[src/rtl/uart_pkg.sv]
// ---------------------------------------------------------------------------
// uart_pkg
// Shared constants for the UART receive path: default word width, the
// clocking parameters used by the receiver, and the default receive FIFO
// depth. The receiver and the receive FIFO both import this package so
// their word widths agree.
// ---------------------------------------------------------------------------
package uart_pkg;

    localparam int DEFAULT_DATA_WIDTH = 8;
    localparam int CLK_FREQ           = 50_000_000;
    localparam int BAUD_RATE          = 115_200;
    localparam int FIFO_DEPTH         = 16;

endpackage : uart_pkg

[src/rtl/uart_rx_fifo_if.sv]
// ---------------------------------------------------------------------------
// uart_rx_fifo_if
// Consumer-side stream carrying received bytes out of the receive FIFO.
//   m_data  : head-of-FIFO byte (first-word-fall-through)
//   m_valid : m_data holds a valid byte
//   m_ready : consumer accepts m_data this cycle
//
// Handshake: a transfer happens on every rising clk edge where m_valid and
// m_ready are both high. While m_valid is high and m_ready is low, m_data
// and m_valid hold steady. m_valid never depends on m_ready. m_ready may be
// driven freely and is ignored while m_valid is low.
// ---------------------------------------------------------------------------
interface uart_rx_fifo_if #(
    parameter int DATA_WIDTH = uart_pkg::DEFAULT_DATA_WIDTH
);

    logic [DATA_WIDTH-1:0] m_data;
    logic                  m_valid;
    logic                  m_ready;

    // FIFO side drives data/valid.
    modport master (
        output m_data,
        output m_valid,
        input  m_ready
    );

    // Consumer side drives ready.
    modport slave (
        input  m_data,
        input  m_valid,
        output m_ready
    );

endinterface : uart_rx_fifo_if

[src/rtl/uart_fifo_mem.sv]
// ---------------------------------------------------------------------------
// uart_fifo_mem
// DEPTH x DATA_WIDTH register array with one synchronous write port and one
// asynchronous read port. The storage has no reset; validity of entries is
// tracked by the pointer/level logic in the owning FIFO.
//   clk       : clock
//   wr_en_i   : write wr_data_i into entry wr_addr_i at the clock edge
//   wr_addr_i : write address
//   wr_data_i : write data
//   rd_addr_i : read address
//   rd_data_o : contents of entry rd_addr_i (combinational)
// ---------------------------------------------------------------------------
module uart_fifo_mem #(
    parameter int DATA_WIDTH = 8,
    parameter int DEPTH      = 16,
    parameter int ADDR_WIDTH = $clog2(DEPTH)
) (
    input  logic                  clk,
    input  logic                  wr_en_i,
    input  logic [ADDR_WIDTH-1:0] wr_addr_i,
    input  logic [DATA_WIDTH-1:0] wr_data_i,
    input  logic [ADDR_WIDTH-1:0] rd_addr_i,
    output logic [DATA_WIDTH-1:0] rd_data_o
);

    logic [DATA_WIDTH-1:0] mem_q [DEPTH];

    always_ff @(posedge clk) begin
        if (wr_en_i) begin
            mem_q[wr_addr_i] <= wr_data_i;
        end
    end

    // Asynchronous read gives first-word-fall-through at the FIFO output.
    assign rd_data_o = mem_q[rd_addr_i];

endmodule : uart_fifo_mem

[src/rtl/uart_rx_fifo.sv]
// ---------------------------------------------------------------------------
// uart_rx_fifo
// Receive-side buffer directly downstream of the UART receiver. Each rising
// edge of the receiver's done strobe pushes rx_data into a circular FIFO;
// the stored bytes are offered to the consumer over a valid/ready stream
// with first-word-fall-through. A byte arriving while the FIFO is full (and
// not being popped in the same cycle) is dropped and sets a sticky overrun
// flag.
//
// Ports:
//   clk         : system clock (same as the UART receiver)
//   rst         : synchronous active-high reset
//   rx_data     : byte from the receiver
//   rx_done     : receiver done strobe, may stay high several cycles
//   m_if        : consumer stream (m_data / m_valid / m_ready)
//   level       : current occupancy, 0..DEPTH
//   full        : level == DEPTH
//   empty       : level == 0
//   overrun     : sticky, a byte was dropped because the FIFO was full
//   overrun_clr : single-cycle clear of overrun
//
// DEPTH must be a power of two (minimum 2) so the pointers wrap naturally.
// ---------------------------------------------------------------------------
module uart_rx_fifo
    import uart_pkg::*;
#(
    parameter int DATA_WIDTH = DEFAULT_DATA_WIDTH,
    parameter int DEPTH      = FIFO_DEPTH
) (
    input  logic                      clk,
    input  logic                      rst,
    input  logic [DATA_WIDTH-1:0]     rx_data,
    input  logic                      rx_done,
    uart_rx_fifo_if.master            m_if,
    output logic [$clog2(DEPTH):0]    level,
    output logic                      full,
    output logic                      empty,
    output logic                      overrun,
    input  logic                      overrun_clr
);

    localparam int ADDR_WIDTH = $clog2(DEPTH);

    localparam logic [ADDR_WIDTH-1:0] PTR_ONE    = ADDR_WIDTH'(1);
    localparam logic [ADDR_WIDTH:0]   LEVEL_ONE  = (ADDR_WIDTH + 1)'(1);
    localparam logic [ADDR_WIDTH:0]   LEVEL_FULL = (ADDR_WIDTH + 1)'(DEPTH);

    // State
    logic                  rx_done_q;
    logic [ADDR_WIDTH-1:0] wr_ptr_q, wr_ptr_d;
    logic [ADDR_WIDTH-1:0] rd_ptr_q, rd_ptr_d;
    logic [ADDR_WIDTH:0]   level_q,  level_d;
    logic                  overrun_q, overrun_d;

    // Control
    logic push;
    logic pop;
    logic wr_en;
    logic drop;
    logic is_full;
    logic is_empty;

    // Occupancy flags come from the level counter; pointer equality alone
    // cannot tell full from empty.
    assign is_full  = (level_q == LEVEL_FULL);
    assign is_empty = (level_q == '0);

    always_comb begin
        // One push per strobe, however long the receiver holds done high.
        push = rx_done & ~rx_done_q;
        // m_valid is ~is_empty, so a byte pushed into an empty FIFO cannot
        // be popped in the same cycle.
        pop  = ~is_empty & m_if.m_ready;
        // When full, a simultaneous pop frees the slot the write lands in.
        wr_en = push & (~is_full | pop);
        drop  = push & is_full & ~pop;
    end

    always_comb begin
        wr_ptr_d  = wr_ptr_q;
        rd_ptr_d  = rd_ptr_q;
        level_d   = level_q;
        overrun_d = overrun_q;

        if (wr_en) begin
            wr_ptr_d = wr_ptr_q + PTR_ONE;
        end
        if (pop) begin
            rd_ptr_d = rd_ptr_q + PTR_ONE;
        end

        case ({wr_en, pop})
            2'b10:   level_d = level_q + LEVEL_ONE;
            2'b01:   level_d = level_q - LEVEL_ONE;
            default: level_d = level_q;
        endcase

        // Set wins over clear so a drop coinciding with a clear is not lost.
        if (drop) begin
            overrun_d = 1'b1;
        end else if (overrun_clr) begin
            overrun_d = 1'b0;
        end
    end

    always_ff @(posedge clk) begin
        if (rst) begin
            rx_done_q <= 1'b0;
            wr_ptr_q  <= '0;
            rd_ptr_q  <= '0;
            level_q   <= '0;
            overrun_q <= 1'b0;
        end else begin
            rx_done_q <= rx_done;
            wr_ptr_q  <= wr_ptr_d;
            rd_ptr_q  <= rd_ptr_d;
            level_q   <= level_d;
            overrun_q <= overrun_d;
        end
    end

    uart_fifo_mem #(
        .DATA_WIDTH (DATA_WIDTH),
        .DEPTH      (DEPTH),
        .ADDR_WIDTH (ADDR_WIDTH)
    ) u_mem (
        .clk       (clk),
        .wr_en_i   (wr_en),
        .wr_addr_i (wr_ptr_q),
        .wr_data_i (rx_data),
        .rd_addr_i (rd_ptr_q),
        .rd_data_o (m_if.m_data)
    );

    assign m_if.m_valid = ~is_empty;
    assign level        = level_q;
    assign full         = is_full;
    assign empty        = is_empty;
    assign overrun      = overrun_q;

endmodule : uart_rx_fifo

[src/flat_wrapper.sv]
// flat-port wrapper written by rule: the top's interface ports become plain ports
module uart_rx_fifo_flat import uart_pkg::*;
#(
    parameter int DATA_WIDTH = DEFAULT_DATA_WIDTH,
    parameter int DEPTH      = FIFO_DEPTH
)
  (clk, rst, rx_data, rx_done, level, full, empty, overrun, overrun_clr, m_if_m_data, m_if_m_valid, m_if_m_ready);
  uart_rx_fifo_if #(.DATA_WIDTH(DATA_WIDTH)) m_if_i ();
  input  logic clk;
  input  logic rst;
  input  logic [DATA_WIDTH-1:0] rx_data;
  input  logic rx_done;
  output logic [$clog2(DEPTH):0] level;
  output logic full;
  output logic empty;
  output logic overrun;
  input  logic overrun_clr;
  output wire logic [$bits(m_if_i.m_data)-1:0] m_if_m_data;
  output wire logic [$bits(m_if_i.m_valid)-1:0] m_if_m_valid;
  input wire logic [$bits(m_if_i.m_ready)-1:0] m_if_m_ready;
  assign m_if_m_data = m_if_i.m_data;
  assign m_if_m_valid = m_if_i.m_valid;
  assign m_if_i.m_ready = m_if_m_ready;
  uart_rx_fifo #(.DATA_WIDTH(DATA_WIDTH), .DEPTH(DEPTH)) u_core (.clk(clk), .rst(rst), .rx_data(rx_data), .rx_done(rx_done), .m_if(m_if_i), .level(level), .full(full), .empty(empty), .overrun(overrun), .overrun_clr(overrun_clr));
endmodule
[config.mk]
export PLATFORM = sky130hd
export DESIGN_NAME = uart_rx_fifo_flat
export DESIGN_NICKNAME = d
export VERILOG_FILES = /design/src/rtl/uart_pkg.sv /design/src/rtl/uart_rx_fifo_if.sv /design/src/rtl/uart_fifo_mem.sv /design/src/rtl/uart_rx_fifo.sv /design/src/flat_wrapper.sv
export SDC_FILE = /design/constraint.sdc
export NUM_CORES = 1
export LEC_CHECK = 0
export CAP_MARGIN = 30
export CORE_ASPECT_RATIO = 0.5
export CORE_MARGIN = 2
export CORE_UTILIZATION = 54
export CTS_CLUSTER_DIAMETER = 30
export CTS_CLUSTER_SIZE = 40
export DETAILED_ROUTE_END_ITERATION = 10
export GPL_ROUTABILITY_DRIVEN = 0
export GPL_TIMING_DRIVEN = 1
export PLACE_DENSITY = 0.73
export SYNTH_ARGS = -nofsm -noshare
export SYNTH_HDL_FRONTEND = slang
export SYNTH_SLANG_ARGS = --single-unit
export TNS_END_PERCENT = 20
[constraint.sdc]
create_clock -name clk -period 4.81 [get_ports clk]
set_input_delay 0.962 -clock clk [delete_from_list [all_inputs] [get_ports clk]]
set_output_delay 0.962 -clock clk [all_outputs]
set_load 0.02 [all_outputs]
==> metrics.txt, run 1 <==
Slew Viols, Final 0; Die ar. approximately 0.012 mm2; num ports 30; CP Capture Type output port; setup bufs post-CTS 0; drt first pass iters 4; Gates resized, CTS repair 0; std cell rows 26; # diodes 0; layout cells sized above 1 0.226; Pleak 2.26 nW; hold depth 2; Mapped Cells slightly above 300; reg2reg path depth 8; syn_nets between 300 and 400; Synth Area per Inst just under 20 um2; sequential cell area fraction in the yosys report 0.714; Skew-Pair Late Insertion Delay 0.42 ns; antenna viol nets, final 0; core area between 0.01 and 0.015 mm2; CTS Buf Count 17; Crit Path Max Fanout 22; initial antenna violation count 0; most instantiated cells after synthesis edfxtp_1 (128), mux4_2 (40), dfxtp_1 (19); vias in the first global route about 3,200; Setup-failing EPs final 0; max_slew headroom 0.440; largest area contributor in the netlist edfxtp_1; CP required between 3 and 4 ns; Wirelength per Cell between 20 and 25 um; VDD IR max 0.334 mV; Area Overhead vs Synth 16.4%; Worst Setup Start Kind flop; via count ~3,000; distinct cell type count after synthesis between 40 and 50; Buffers on Ports 29; largest net degree at the start of global routing 33; hold buffers post-CTS 0; post-route insts no fill ~490; remaining global-route overflow 0; outcome finished clean; first-pass GRT wire length roughly 18 mm; clk buf depth 2; Final Util 0.660; top cell type's share of synthesized area 0.649; drt via density around 6.1; hpwl dp roughly 7.3 mm; Synth Register Bits roughly 150; Final min period roughly 4.1 ns; Crit path arrival time between 3 and 4 ns; Post-synth EDFFs 128; reg2reg setup slack approximately 1.9 ns; Nets ~360; clock skew between 0.01 and 0.015 ns; count leader, synth edfxtp_1; Setup Crit Path Kind reg -> out; dpl cells 461; drt total wl ~12 mm; RSZ-0062 raised after global routing false; asr flop ratio synth 0; Pwr Total about 3.5 mW; Remaining DRCs 0; Hold Path Class reg -> reg; Max Clock Freq 0.244 GHz; H-tree Lvls 4; Yosys warnings 0; Hold WS 0.542 ns; pwr/cell area about 500 mW/mm2; CTS tree built; worst-margin pin slew a little over 0.8 ns; max-cap violations 0; top_reg_cell synth edfxtp_1; period utilization 0.853; top post-synthesis cells by area edfxtp_1 (65%), mux4_2 (15%), dfxtp_1 (6.4%); setup TNS 0 ns; DIE HEIGHT around 80 um; Root Buffer clkbuf_16; Initial Utilization 0.567; CTS sink count 147; area of the mapped netlist slightly below 0.006 mm2; Die W around 150 um; All-Layer GR Usage 0.221; CTS clk-pin slew, worst paths ~0.060 ns; DRT iter0 DRCs ~320; final hold vios 0
[cell families (layout without fill, tap and decap cells)]
family | count (synthesis) | in the layout | synth area share
flops | 147 | 147 | 0.714
fa+ha+maj | 9 | 9 | 0.0203
buf+inv | 20 | 72 | 0.0165
xor+xnor | 7 | 7 | 0.0104
simple gates | 55 | 55 | 0.0510
mux | 43 | 43 | 0.158
compound gates | 21 | 21 | 0.0307
[area by class of cell]
| type | count | area [um2] |
|---|---|---|
| Clock buffer | 19 | 433 |
| Tap cell | 140 | 175 |
| Clock inverter | 13 | 111 |
| Inverter | 6 | 22.5 |
| Sequential cell | 147 | 4230 |
| Timing Repair Buffer | 34 | 328 |
| Fill cell | 701 | 3550 |
| Multi-Input combinational cell | 135 | 1600 |
[flip-flops by register name, summed over array words and instances (netlist names), named ones only]
register            flops
u_core.rx_done_q        1
u_core.overrun          1
u_core.wr_ptr_q         4
u_core.level            5
u_core.u_mem.mem_q    128
u_core.rd_ptr_q         4
[per-layer routing]
metal	up-vias	part of all wire	track usage
met4	0	0.021	0.0953
met2	139	0.47	0.330
met1	1529	0.43	0.300
li1	1314	-	-
met5	-	0	0
met3	22	0.077	0.0773
[where the power goes]
part           internal [mW]  leakage [nW]  switching (mW)
Sequential              1.43          1.31          0.0813
Combinational          0.367         0.699           0.371
Clock                  0.706         0.250           0.501
[layout by cell type (no fill, tap or decap), types with 2 or more instances in the layout]
| master | instances |
|---|---|
| nand3_1 | 5 |
| o211ai_1 | 3 |
| clkinv_2 | 2 |
| inv_1 | 5 |
| nor2_1 | 14 |
| xor2_1 | 5 |
| nor2b_1 | 7 |
| clkinv_4 | 2 |
| edfxtp_1 | 128 |
| clkbuf_1 | 2 |
| clkdlybuf4s50_1 | 29 |
| ha_1 | 8 |
| mux4_2 | 40 |
| o21ai_0 | 2 |
| and3_1 | 14 |
| clkinv_1 | 2 |
| a21oi_1 | 5 |
| clkinvlp_4 | 5 |
| nor3_1 | 4 |
| nand2_1 | 3 |
| or4_1 | 2 |
| xnor2_1 | 2 |
| mux2i_1 | 2 |
| dfxtp_1 | 18 |
| clkbuf_16 | 17 |
| buf_4 | 5 |
[path summary, 6_finish.rpt]
path                                    startpoint            endpoint
worst max-delay path                          flop      m_if_m_data[0]
worst min-delay path            u_core.rd_ptr_q[3]  u_core.rd_ptr_q[3]
worst max register to register     u_core.level[0]     u_core.level[4]
worst min register to register  u_core.rd_ptr_q[3]  u_core.rd_ptr_q[3]
[worst max-delay path: stages (launching register included)]
cell and delay (ns):
dfxtp_2 0.86, buf_4 0.32, mux4_2 0.51, mux4_2 0.48, clkdlybuf4s50_1 0.55
[through the flow]
stage	setup WS [ns]	cell area, um2
floorplan	2.15	5920
CTS	0.606	6880
finish	0.707	6890
global route	0.474	6890
global placement	1.11	6340
detailed placement	1.07	6340
Power figures use the tool's default switching activity.
==> run 2, diff against run 1 <==
--- a/config.mk
+++ b/config.mk
@@ -15,6 +15,7 @@
 export GPL_ROUTABILITY_DRIVEN = 0
 export GPL_TIMING_DRIVEN = 1
 export PLACE_DENSITY = 0.73
+export SKIP_CTS_REPAIR_TIMING = 1
 export SYNTH_ARGS = -nofsm -noshare
 export SYNTH_HDL_FRONTEND = slang
 export SYNTH_SLANG_ARGS = --single-unit
==> results of run 2 <==
Same layout as run 1: the final DEF is identical, and so are final timing and power.
